==> src/rtl/fifo_ctrl_pkg.sv <==
// Shared widths and the round-robin search used by the FIFO push/pop controller.
package fifo_ctrl_pkg;

  localparam int MAX_REQ_W = 5;
  localparam int MAX_REQ   = 1 << MAX_REQ_W;

  // One spare bit so occupancy arithmetic can subtract a dequeue without wrapping.
  function automatic int CNT_W(input int num_loops);
    return $clog2(num_loops + 1) + 1;
  endfunction

  // First requester at or after ptr (circularly); returns ptr when nobody requests.
  function automatic int rr_next(input int ptr, input logic [MAX_REQ-1:0] req, input int num_req);
    int   sel;
    int   idx;
    logic found;
    sel   = ptr;
    found = 1'b0;
    for (int k = 0; k < MAX_REQ; k++) begin
      if ((k < num_req) && !found) begin
        idx = (ptr + k) % num_req;
        if (req[MAX_REQ_W'(idx)]) begin
          sel   = idx;
          found = 1'b1;
        end
      end
    end
    return sel;
  endfunction

endpackage

==> src/rtl/fifo_ctrl_skid_buf.sv <==
// Small ring buffer absorbing FIFO pop data while the output stream is stalled.
module fifo_ctrl_skid_buf
  import fifo_ctrl_pkg::*;
#(
  parameter int DEPTH = 3,
  parameter int WIDTH = 11
) (
  input  logic                    clk,
  input  logic                    rstn,
  input  logic                    wr,
  input  logic [WIDTH-1:0]        wr_data,
  input  logic                    rd,
  output logic [WIDTH-1:0]        rd_data,
  output logic [CNT_W(DEPTH)-1:0] cnt,
  output logic                    not_empty
);

  localparam int CW = CNT_W(DEPTH);
  localparam int PW = (DEPTH > 1) ? $clog2(DEPTH) : 1;

  logic [WIDTH-1:0] mem_r [DEPTH];
  logic [PW-1:0]    wr_ptr_r;
  logic [PW-1:0]    rd_ptr_r;
  logic [CW-1:0]    cnt_r;
  logic             wr_en_s;
  logic             rd_en_s;

  function automatic logic [PW-1:0] ptr_inc(input logic [PW-1:0] p);
    return (p == PW'(DEPTH - 1)) ? {PW{1'b0}} : p + 1'b1;
  endfunction

  // Read/write qualification and gated head output
  always_comb begin
    rd_en_s   = rd & (cnt_r != {CW{1'b0}});
    wr_en_s   = wr & ((cnt_r != CW'(DEPTH)) | rd_en_s);
    not_empty = (cnt_r != {CW{1'b0}});
    cnt       = cnt_r;
    if (not_empty) begin
      rd_data = mem_r[rd_ptr_r];
    end else begin
      rd_data = {WIDTH{1'b0}};
    end
  end

  // Storage array
  always_ff @(posedge clk or negedge rstn) begin
    if (!rstn) begin
      for (int i = 0; i < DEPTH; i++) mem_r[i] <= {WIDTH{1'b0}};
    end else if (wr_en_s) begin
      mem_r[wr_ptr_r] <= wr_data;
    end
  end

  // Pointers and occupancy
  always_ff @(posedge clk or negedge rstn) begin
    if (!rstn) begin
      wr_ptr_r <= {PW{1'b0}};
      rd_ptr_r <= {PW{1'b0}};
      cnt_r    <= {CW{1'b0}};
    end else begin
      if (wr_en_s) wr_ptr_r <= ptr_inc(wr_ptr_r);
      if (rd_en_s) rd_ptr_r <= ptr_inc(rd_ptr_r);
      case ({wr_en_s, rd_en_s})
        2'b10:   cnt_r <= cnt_r + {{(CW-1){1'b0}}, 1'b1};
        2'b01:   cnt_r <= cnt_r - {{(CW-1){1'b0}}, 1'b1};
        default: cnt_r <= cnt_r;
      endcase
    end
  end

endmodule

==> src/rtl/fifo_push_arb_ctrl_chk.sv <==
// Protocol and configuration assertions for the FIFO push/pop controller.
module fifo_push_arb_ctrl_chk #(
  parameter int NUM_REQ = 4,
  parameter bit CFG_OK  = 1'b1
) (
  input logic               clk,
  input logic               rstn,
  input logic               push,
  input logic               full,
  input logic               pop,
  input logic               empty,
  input logic [NUM_REQ-1:0] req_ready,
  input logic               buf_ovf
);

  a_cfg:        assert property (@(posedge clk) CFG_OK);
  a_push_full:  assert property (@(posedge clk) disable iff (!rstn) !(push && full));
  a_pop_empty:  assert property (@(posedge clk) disable iff (!rstn) !(pop && empty));
  a_grant_1hot: assert property (@(posedge clk) disable iff (!rstn) $onehot0(req_ready));
  a_buf_ovf:    assert property (@(posedge clk) disable iff (!rstn) !buf_ovf);

endmodule

==> src/rtl/fifo_push_arb_ctrl.sv <==
// Round-robin push arbiter and latency-aware pop sequencer around a shared FIFO.
module fifo_push_arb_ctrl
  import fifo_ctrl_pkg::*;
#(
  parameter int NUM_REQ    = 4,
  parameter int FIFO_DEPTH = 8,
  parameter int FIFO_WIDTH = 11,
  parameter int NUM_LOOPS  = 3,
  parameter int ADD_MODE   = 1
) (
  input  logic                          clk,
  input  logic                          rstn,
  input  logic                          en,
  input  logic [NUM_REQ-1:0]            req_valid,
  input  logic [NUM_REQ*FIFO_WIDTH-1:0] req_data,
  output logic [NUM_REQ-1:0]            req_ready,
  output logic                          push,
  output logic [FIFO_WIDTH-1:0]         push_data,
  input  logic                          full,
  output logic                          pop,
  input  logic                          empty,
  input  logic [FIFO_WIDTH-1:0]         pop_data,
  output logic                          out_valid,
  output logic [FIFO_WIDTH-1:0]         out_data,
  input  logic                          out_ready,
  output logic                          busy
);

  localparam int CW = CNT_W(NUM_LOOPS);
  localparam int IW = $clog2(NUM_REQ);
  localparam bit CFG_OK = (NUM_REQ >= 2) && (NUM_REQ <= MAX_REQ) && (NUM_LOOPS >= 1) &&
                          (FIFO_DEPTH >= 1) && (FIFO_WIDTH >= 1) && (ADD_MODE >= 0);

  logic [IW-1:0]         rr_ptr_r;
  logic [IW-1:0]         grant_idx_s;
  logic                  grant_ok_s;
  logic [NUM_LOOPS-1:0]  pop_sr_r;
  logic [NUM_LOOPS:0]    pop_sr_nxt_s;
  logic [CW-1:0]         inflight_s;
  logic [CW-1:0]         buf_cnt_s;
  logic [CW-1:0]         occ_s;
  logic                  deq_s;
  logic                  pop_s;
  logic                  buf_wr_s;
  logic                  buf_ovf_s;
  logic                  not_empty_s;
  logic [FIFO_WIDTH-1:0] buf_data_s;

  // Grant selection and push-port mux
  always_comb begin
    grant_idx_s = IW'(rr_next(int'(rr_ptr_r), MAX_REQ'(req_valid), NUM_REQ));
    grant_ok_s  = en & ~full & (|req_valid);
    if (grant_ok_s) begin
      req_ready = {{(NUM_REQ-1){1'b0}}, 1'b1} << grant_idx_s;
      push_data = req_data[grant_idx_s*FIFO_WIDTH +: FIFO_WIDTH];
    end else begin
      req_ready = {NUM_REQ{1'b0}};
      push_data = {FIFO_WIDTH{1'b0}};
    end
    push = grant_ok_s;
  end

  // Round-robin pointer moves past the winner only when a push happens
  always_ff @(posedge clk or negedge rstn) begin
    if (!rstn) begin
      rr_ptr_r <= {IW{1'b0}};
    end else if (grant_ok_s) begin
      if (grant_idx_s == IW'(NUM_REQ - 1)) rr_ptr_r <= {IW{1'b0}};
      else                                 rr_ptr_r <= grant_idx_s + 1'b1;
    end
  end

  // Pop only if every outstanding word still has a skid slot after this cycle's dequeue
  always_comb begin
    inflight_s   = CW'($countones(pop_sr_r));
    deq_s        = not_empty_s & out_ready;
    occ_s        = inflight_s + buf_cnt_s - {{(CW-1){1'b0}}, deq_s};
    pop_s        = en & ~empty & (occ_s < CW'(NUM_LOOPS));
    pop_sr_nxt_s = {pop_sr_r, pop_s};
    buf_wr_s     = pop_sr_r[NUM_LOOPS-1];
    buf_ovf_s    = buf_wr_s & (buf_cnt_s == CW'(NUM_LOOPS)) & ~deq_s;
    pop          = pop_s;
    out_valid    = not_empty_s;
    out_data     = buf_data_s;
    busy         = (|pop_sr_r) | (buf_cnt_s != {CW{1'b0}});
  end

  // Pop latency tracker
  always_ff @(posedge clk or negedge rstn) begin
    if (!rstn) pop_sr_r <= {NUM_LOOPS{1'b0}};
    else       pop_sr_r <= pop_sr_nxt_s[NUM_LOOPS-1:0];
  end

  fifo_ctrl_skid_buf #(
    .DEPTH (NUM_LOOPS),
    .WIDTH (FIFO_WIDTH)
  ) u_skid (
    .clk       (clk),
    .rstn      (rstn),
    .wr        (buf_wr_s),
    .wr_data   (pop_data),
    .rd        (deq_s),
    .rd_data   (buf_data_s),
    .cnt       (buf_cnt_s),
    .not_empty (not_empty_s)
  );

  fifo_push_arb_ctrl_chk #(
    .NUM_REQ (NUM_REQ),
    .CFG_OK  (CFG_OK)
  ) u_chk (
    .clk       (clk),
    .rstn      (rstn),
    .push      (push),
    .full      (full),
    .pop       (pop),
    .empty     (empty),
    .req_ready (req_ready),
    .buf_ovf   (buf_ovf_s)
  );

endmodule
==> config.mk <==
export PLATFORM = sky130hd
export DESIGN_NAME = fifo_push_arb_ctrl
export DESIGN_NICKNAME = d
export VERILOG_FILES = /design/src/rtl/fifo_ctrl_pkg.sv /design/src/rtl/fifo_ctrl_skid_buf.sv /design/src/rtl/fifo_push_arb_ctrl_chk.sv /design/src/rtl/fifo_push_arb_ctrl.sv
export SDC_FILE = /design/constraint.sdc
export NUM_CORES = 1
export LEC_CHECK = 0
export BUFFER_PORTS_ARGS = -buffer_cell sky130_fd_sc_hd__buf_2
export CAP_MARGIN = 20
export CORE_ASPECT_RATIO = 0.75
export CORE_MARGIN = 2
export CORE_UTILIZATION = 35
export CTS_BUF_LIST = sky130_fd_sc_hd__clkbuf_16
export CTS_CLUSTER_SIZE = 30
export DETAILED_ROUTE_END_ITERATION = 8
export PLACE_DENSITY = 0.65
export SYNTH_ARGS = -nofsm -noshare
export SYNTH_HDL_FRONTEND = slang
export SYNTH_SLANG_ARGS = --single-unit
==> constraint.sdc <==
create_clock -name clk -period 3.4 [get_ports clk]
set_clock_uncertainty 0.15 [all_clocks]
set_input_delay 0.17 -clock clk [delete_from_list [all_inputs] [get_ports clk]]
set_output_delay 0.17 -clock clk [all_outputs]
set_load 0.03 [all_outputs]
Word level (Yosys, flattened, before mapping)
Cells that the tools add are included.
{"block": "classes", "shift": 2, "reduce_logical": 8, "eq_ne": 6, "muxes": 35, "bitwise_logic": 16, "add_sub_neg": 12, "n_lt_le_gt_ge": 8, "mul": 1}
{"operator": "11-bit two-way mux", "count": 5}
{"operator": "44-bit by 7-bit variable part select with 11-bit output", "count": 1}
{"operator": "33-bit bitwise mux", "count": 1}
{"operator": "11-bit binary-select mux with 2-bit select", "count": 1}
{"operator": "11-bit demux with 2-bit select", "count": 1}
{"operator": "3-bit by 7-bit less-than comparator with 1-bit output (second input constant)", "count": 3}
{"operator": "2-bit two-way mux", "count": 9}
{"operator": "1-bit two-way mux", "count": 12}
{"operator": "1-bit binary-select mux with 3-bit select", "count": 3}
{"operator": "2-bit by 1-bit adder with 2-bit output (second input constant)", "count": 4}
{"operator": "2-bit == test (second input constant)", "count": 4}
{"operator": "1-bit bitwise AND", "count": 7}
{"operator": "3-bit >= comparator (second input constant)", "count": 2}
{"operator": "2-bit by 6-bit less-than comparator with 1-bit output (second input constant)", "count": 1}
{"operator": "2-bit by 4-bit multiplier with 6-bit output (second input constant)", "count": 1}
{"operator": "2-bit NOT with 3-bit output", "count": 2}
{"operator": "3-bit one-hot mux with 2 select lines", "count": 1}
{"operator": "2-bit OR reduction", "count": 3}
{"operator": "2-bit adder (second input constant)", "count": 2}
{"operator": "4-bit two-way mux", "count": 1}
{"operator": "4-bit OR reduction", "count": 1}
{"operator": "1-bit by 2-bit left shift with 4-bit output (first input constant)", "count": 1}
{"operator": "2-bit by 1-bit adder with 3-bit output", "count": 1}
{"operator": "3-bit by 1-bit adder with 3-bit output (second input constant)", "count": 1}
{"operator": "16 further kinds", "count": 20}
{"block": "totals", "reg_bits": 45, "input_bits": 65, "word_cells": 96, "out_inout_bits": 30}

Longest topological paths before layout
{"block": "depth", "word_depth": 15, "mapped_depth": 11, "mapped_depth_nobuf": 11}

By module
Synthesis repeated with hierarchy kept, for this count alone.
{"block": "unflattened", "hier_cells": 250, "area_unflattened_um2": 2821.5}
{"mod": "fifo_ctrl_skid_buf", "seq_area_each_um2": 1001.0, "instances": 1, "cells_per_inst": 150, "area_each_um2": 1945.6}
{"mod": "fifo_push_arb_ctrl", "seq_area_each_um2": 125.1, "instances": 1, "cells_per_inst": 100, "area_each_um2": 875.8}

Worst setup path before layout
OpenSTA, ideal clock, no wires.
{"block": "synth_path", "path_kind": "reg2reg", "startpoint": "reg u_skid.cnt_r[2], in the netlist u_skid.cnt[2]", "endpoint": "reg pop_sr_r[0]", "slack_ns": -0.582, "path_stages_with_launch": 11, "synth_period_minus_slack_ns": 3.982, "path_buffers": 0, "required_ns": 3.010, "setup_ns": 0.240, "t_arrival_ns": 3.593, "cell_sequence": "dfrtp_1 > nor3_1 > inv_1 > nand2_1 > inv_1 > ha_1 > fa_1 > inv_1 > fa_1 > nor2b_1 > nor4b_1"}
{"block": "synth_between", "elab_chain_cells": 5, "word_cells_on_any_way": 6, "classes_between": "add/sub: 2; order compare: 1; bitwise: 2; reduce/logical: 1"}
{"element": "start, declared", "line_no": "fifo_ctrl_skid_buf.sv:24", "text": "logic [CW-1:0] cnt_r;"}
{"element": "start signal, assigned", "line_no": "fifo_ctrl_skid_buf.sv:59", "text": "cnt_r <= {CW{1'b0}};"}
{"element": "start signal, assigned", "line_no": "fifo_ctrl_skid_buf.sv:64", "text": "2'b10: cnt_r <= cnt_r + {{(CW-1){1'b0}}, 1'b1};"}
{"element": "start signal, assigned", "line_no": "fifo_ctrl_skid_buf.sv:65", "text": "2'b01: cnt_r <= cnt_r - {{(CW-1){1'b0}}, 1'b1};"}
{"element": "3-bit nonzero test", "line_no": "fifo_ctrl_skid_buf.sv:36", "text": "not_empty = (cnt_r != {CW{1'b0}});"}
{"element": "via out_valid", "line_no": "fifo_push_arb_ctrl.sv:23", "text": "output logic out_valid,"}
{"element": "1-bit bitwise AND", "line_no": "fifo_push_arb_ctrl.sv:76", "text": "deq_s = not_empty_s & out_ready;"}
{"element": "3-bit by 1-bit subtractor with 3-bit output", "line_no": "fifo_push_arb_ctrl.sv:77", "text": "occ_s = inflight_s + buf_cnt_s - {{(CW-1){1'b0}}, deq_s};"}
{"element": "3-bit by 2-bit less-than comparator with 1-bit output", "line_no": "fifo_push_arb_ctrl.sv:78", "text": "pop_s = en & ~empty & (occ_s < CW'(NUM_LOOPS));"}
{"element": "1-bit bitwise AND", "line_no": "fifo_push_arb_ctrl.sv:78"}
{"element": "via pop", "line_no": "fifo_push_arb_ctrl.sv:20", "text": "output logic pop,"}
{"element": "end signal, assigned", "line_no": "fifo_push_arb_ctrl.sv:90", "text": "if (!rstn) pop_sr_r <= {NUM_LOOPS{1'b0}};"}
{"element": "end signal, assigned", "line_no": "fifo_push_arb_ctrl.sv:91", "text": "else pop_sr_r <= pop_sr_nxt_s[NUM_LOOPS-1:0];"}
{"element": "end, declared", "line_no": "fifo_push_arb_ctrl.sv:37", "text": "logic [NUM_LOOPS-1:0] pop_sr_r;"}
The timed path passes the listed nets, and every way through them passes these cells.
A chain may end at the register's enable or synchronous reset.

Worst setup path in the final report
{"block": "layout_path", "startpoint": "reg u_skid.cnt_r[0], in the netlist u_skid.cnt[0]", "endpoint": "out pop"}
{"block": "layout_between", "elab_chain_cells": 5, "word_cells_on_any_way": 6, "classes_between": "add/sub: 2; order compare: 1; bitwise: 2; reduce/logical: 1"}
{"element": "parallel branches: the longest is 2 deep, another holds 3-bit adder"}
{"element": "3-bit by 1-bit subtractor with 3-bit output (*)", "line_no": "fifo_push_arb_ctrl.sv:77"}
{"element": "3-bit by 2-bit less-than comparator with 1-bit output (*)", "line_no": "fifo_push_arb_ctrl.sv:78"}
{"element": "1-bit bitwise AND (*)", "line_no": "fifo_push_arb_ctrl.sv:78"}
{"element": "end, declared", "line_no": "fifo_push_arb_ctrl.sv:20"}
Every way passes the cells marked *.

==> flow_metrics.env <==
export IMPL_status="completed"
export IMPL_place_hpwl_mm=4.62
export IMPL_seqCellArea_sq_um=1130
export IMPL_antenna_found_initial=0
export IMPL_ir_drop_uv=468
export IMPL_coreArea_sq_um=7430
export IMPL_route_antenna_remaining_nets=0
export IMPL_synthesis_area_sq_um=2720
export IMPL_fmax_mhz=309
export IMPL_clockBufferDepth=2
export IMPL_syn_inst=250
export IMPL_rows=27
export IMPL_placed_cell_area_sq_um=3290
export IMPL_synth_nets=327
export IMPL_cp_data_required_time_ns=3.08
export IMPL_clock_sinks=45
export IMPL_leakage_nw=1.88
export IMPL_detail_route_wl_per_cell_um=14.0
export IMPL_grt_first_pass_wirelength_mm=10.6
export IMPL_grt_max_degree=46
export IMPL_tritoncts="built"
export IMPL_fin_util=0.488
export IMPL_max_cap_violations=0
export IMPL_cts_buffers=5
export IMPL_crit_path_end_kind="output port"
export IMPL_dpl_cell_count=436
export IMPL_area_delta_synth_final_pct=33.4
export IMPL_synth_simple_area_share=0.0966
export IMPL_fin_nets=434
export IMPL_slew_headroom=0.401
export IMPL_worstRegToRegCells=10
export IMPL_min_to="pop_sr_r[0]"
export IMPL_path_max_fanout=4
export IMPL_io_pins=95
export IMPL_root_buffer="clkbuf_16"
export IMPL_min_path_cells=2
export IMPL_first_iter_violations=89
export IMPL_via_per_inst=4.76
export IMPL_multi_input_area_sq_um=1480
export IMPL_initial_utilization=0.366
export IMPL_min_from="en"
export IMPL_regToRegSetupSlack_ns=0.69
export IMPL_drive_gt1_frac=0.388
export IMPL_holdWs_ns=0.0114
export IMPL_grt_util_all_layers=0.157
export IMPL_fin_crit_sh=0.951
export IMPL_seq_area_frac_synth=0.414
export IMPL_fin_area_sq_um=3630
export IMPL_crit_path_start_kind="register"
export IMPL_hp_class="primary input to register"
export IMPL_power_total_mw=3.12
export IMPL_synth_seq_cells=45
export IMPL_final_max_slew_viol_count=0
export IMPL_criticalPathCategory="register to output port"
export IMPL_timing_rr_start="u_skid.cnt[0]"
export IMPL_io_buffers=94
export IMPL_syn_area_per_cell_sq_um=10.9
export IMPL_place_gp_congestion=0.798
export IMPL_die_height_um=80.3
export IMPL_synthAdderAreaFrac=0.0635
export IMPL_regToRegEndpoint="pop_sr_r[0]"
export IMPL_num_fill_cells=705
export IMPL_synth_xor_xnor_area_share=0.0161
export IMPL_clk_latency_ns=0.28
export IMPL_setup_violations=0
export IMPL_arrival_ns=2.91
export IMPL_dieArea_sq_um=8500
export IMPL_clk_pin_slew_worst_paths_ns=0.06
export IMPL_hold_violations=0
export IMPL_fin_crit_ns=3.23
export IMPL_synth_compound_area_frac=0.0851
export IMPL_yosysWarningCount=0
export IMPL_dr_pass1_iters=4
export IMPL_htree_levels=2
export IMPL_power_density_nw_per_um2=861
export IMPL_grt_pass1_vias=2200
export IMPL_tightest_slew_ns=0.897
export IMPL_wl_mm=6.40
export IMPL_diodes=0
export IMPL_die_w_um=106
export IMPL_grt_ovfl_total=0
export IMPL_synth_area_mux_share=0.272
export IMPL_layout_cells_non_filler=459
export IMPL_route_detailed_drc=0
export IMPL_synth_distinct_cells=34
export IMPL_synth_top_family_by_area="multiplexers"
export IMPL_via_count=2183
timing repair:
| action | CTS | global route |
|---|---|---|
| resized for setup | 2 | 5 |
| hold buffers | 13 | 0 |
| endpoints found under the setup margin | 1 | 1 |
| pin swaps | 0 | 0 |
| setup buffers | 0 | 1 |
| endpoints found under the hold margin | 72 | 0 |
metrics by stage:
step	setup TNS, ns	setup WS (ns)
final	0	0.167
after global routing	-0.0200	-0.0200
after CTS	0	0.0175
after detailed placement	0	0.237
after global placement	0	0.316
after floorplan	0	0.0913
sequential cells by signal, indices dropped and copies added (netlist names):
name / cells
pop_sr_r: 3
u_skid.cnt: 3
rr_ptr_r: 2
u_skid.mem_r: 33
u_skid.wr_ptr_r: 2
u_skid.rd_ptr_r: 2
worst max-delay path: stages, from the launching register on:
cell and delay, ns:
dfrtp_2 0.44, nor3_4 0.18, inv_1 0.08, nand2_2 0.09
inv_1 0.08, ha_1 0.32, fa_1 0.36, inv_1 0.07
fa_1 0.39, nor2b_1 0.16, nor4b_4 0.28, buf_6 0.17
area by class of cell:
class	count	area share
Tap cell	101	0.0348
Clock buffer	5	0.0345
Sequential cell	45	0.311
Inverter	16	0.0166
Timing Repair Buffer	114	0.185
Multi-Input combinational cell	175	0.408
Clock inverter	3	0.0103
power by group:
part | internal (mW) | switching (mW) | leakage, nW | total (mW)
Sequential | 0.774 | 0.149 | 0.560 | 0.923
Clock | 0.341 | 0.196 | 0.0826 | 0.537
Combinational | 0.704 | 0.961 | 1.24 | 1.66
cells in the mapped netlist:
cell type / n / area (sq um)
xnor2_1: 3 / 26.3
buf_4: 3 / 22.5
o21ai_1: 1 / 5.00
nor4_1: 1 / 6.26
o21ai_0: 5 / 25.0
nor3_2: 1 / 10.0
nand2_1: 11 / 41.3
xor2_1: 2 / 17.5
mux2i_1: 33 / 330
a21oi_1: 14 / 70.1
nor3_1: 3 / 15.0
nor4b_1: 1 / 8.76
o41ai_4: 1 / 27.5
nand3_1: 1 / 5.00
o22ai_1: 11 / 68.8
inv_1: 15 / 56.3
nor2b_1: 6 / 37.5
o311ai_1: 1 / 8.76
mux2_4: 10 / 150
mux2_2: 13 / 146
buf_6: 2 / 22.5
o221a_2: 1 / 11.3
clkbuf_1: 5 / 18.8
and2_1: 4 / 25.0
nor2_1: 26 / 97.6
or3b_1: 1 / 8.76
mux2_1: 10 / 113
ha_1: 9 / 113
fa_1: 3 / 60.1
inv_2: 1 / 3.75
nor3b_1: 1 / 7.51
dfrtp_1: 45 / 1130
buf_2: 4 / 20.0
a21o_1: 2 / 15.0
layout by cell type, fill, tap and decap left out, drive strengths merged, types with 4 or more instances in the layout:
cell type and n:
a21oi 14, and2 4, buf 101, clkbuf 5
dfrtp 45, dlygate4sd3 13, ha 9, inv 17
mux2 33, mux2i 33, nand2 11, nor2 26
nor2b 6, nor3 4, o21ai 6, o22ai 11
cells by family after synthesis:
group | Yosys count
AO/OA/AOI/OAI | 36
XOR/XNOR | 5
adder cells (fa/ha/maj) | 12
buffers and inverters | 30
flip-flops | 45
multiplexers | 66
AND/OR/NAND/NOR | 56
worst max path at each step:
| stage | from | to | slack, ns | depth (start not counted) |
|---|---|---|---|---|
| 3_3_place_gp | u_skid.cnt[2] | pop | 0.32 | 11 |
| 6_report | u_skid.cnt[0] | pop | 0.17 | 11 |
| 3_5_place_dp | u_skid.cnt[2] | pop | 0.24 | 11 |
| 2_1_floorplan | u_skid.cnt[2] | pop_sr_r[0] | 0.09 | 10 |
| 4_1_cts | u_skid.cnt[2] | pop | 0.02 | 11 |
| 5_1_grt | u_skid.cnt[0] | pop | -0.02 | 11 |
per-layer routing:
metal  track usage  part of all wire
met1         0.204              0.46
met2         0.265              0.50
met3        0.0349             0.033
met4        0.0408            0.0058
met5             0                 0
Note: power is estimated with default switching activity, not from simulation.
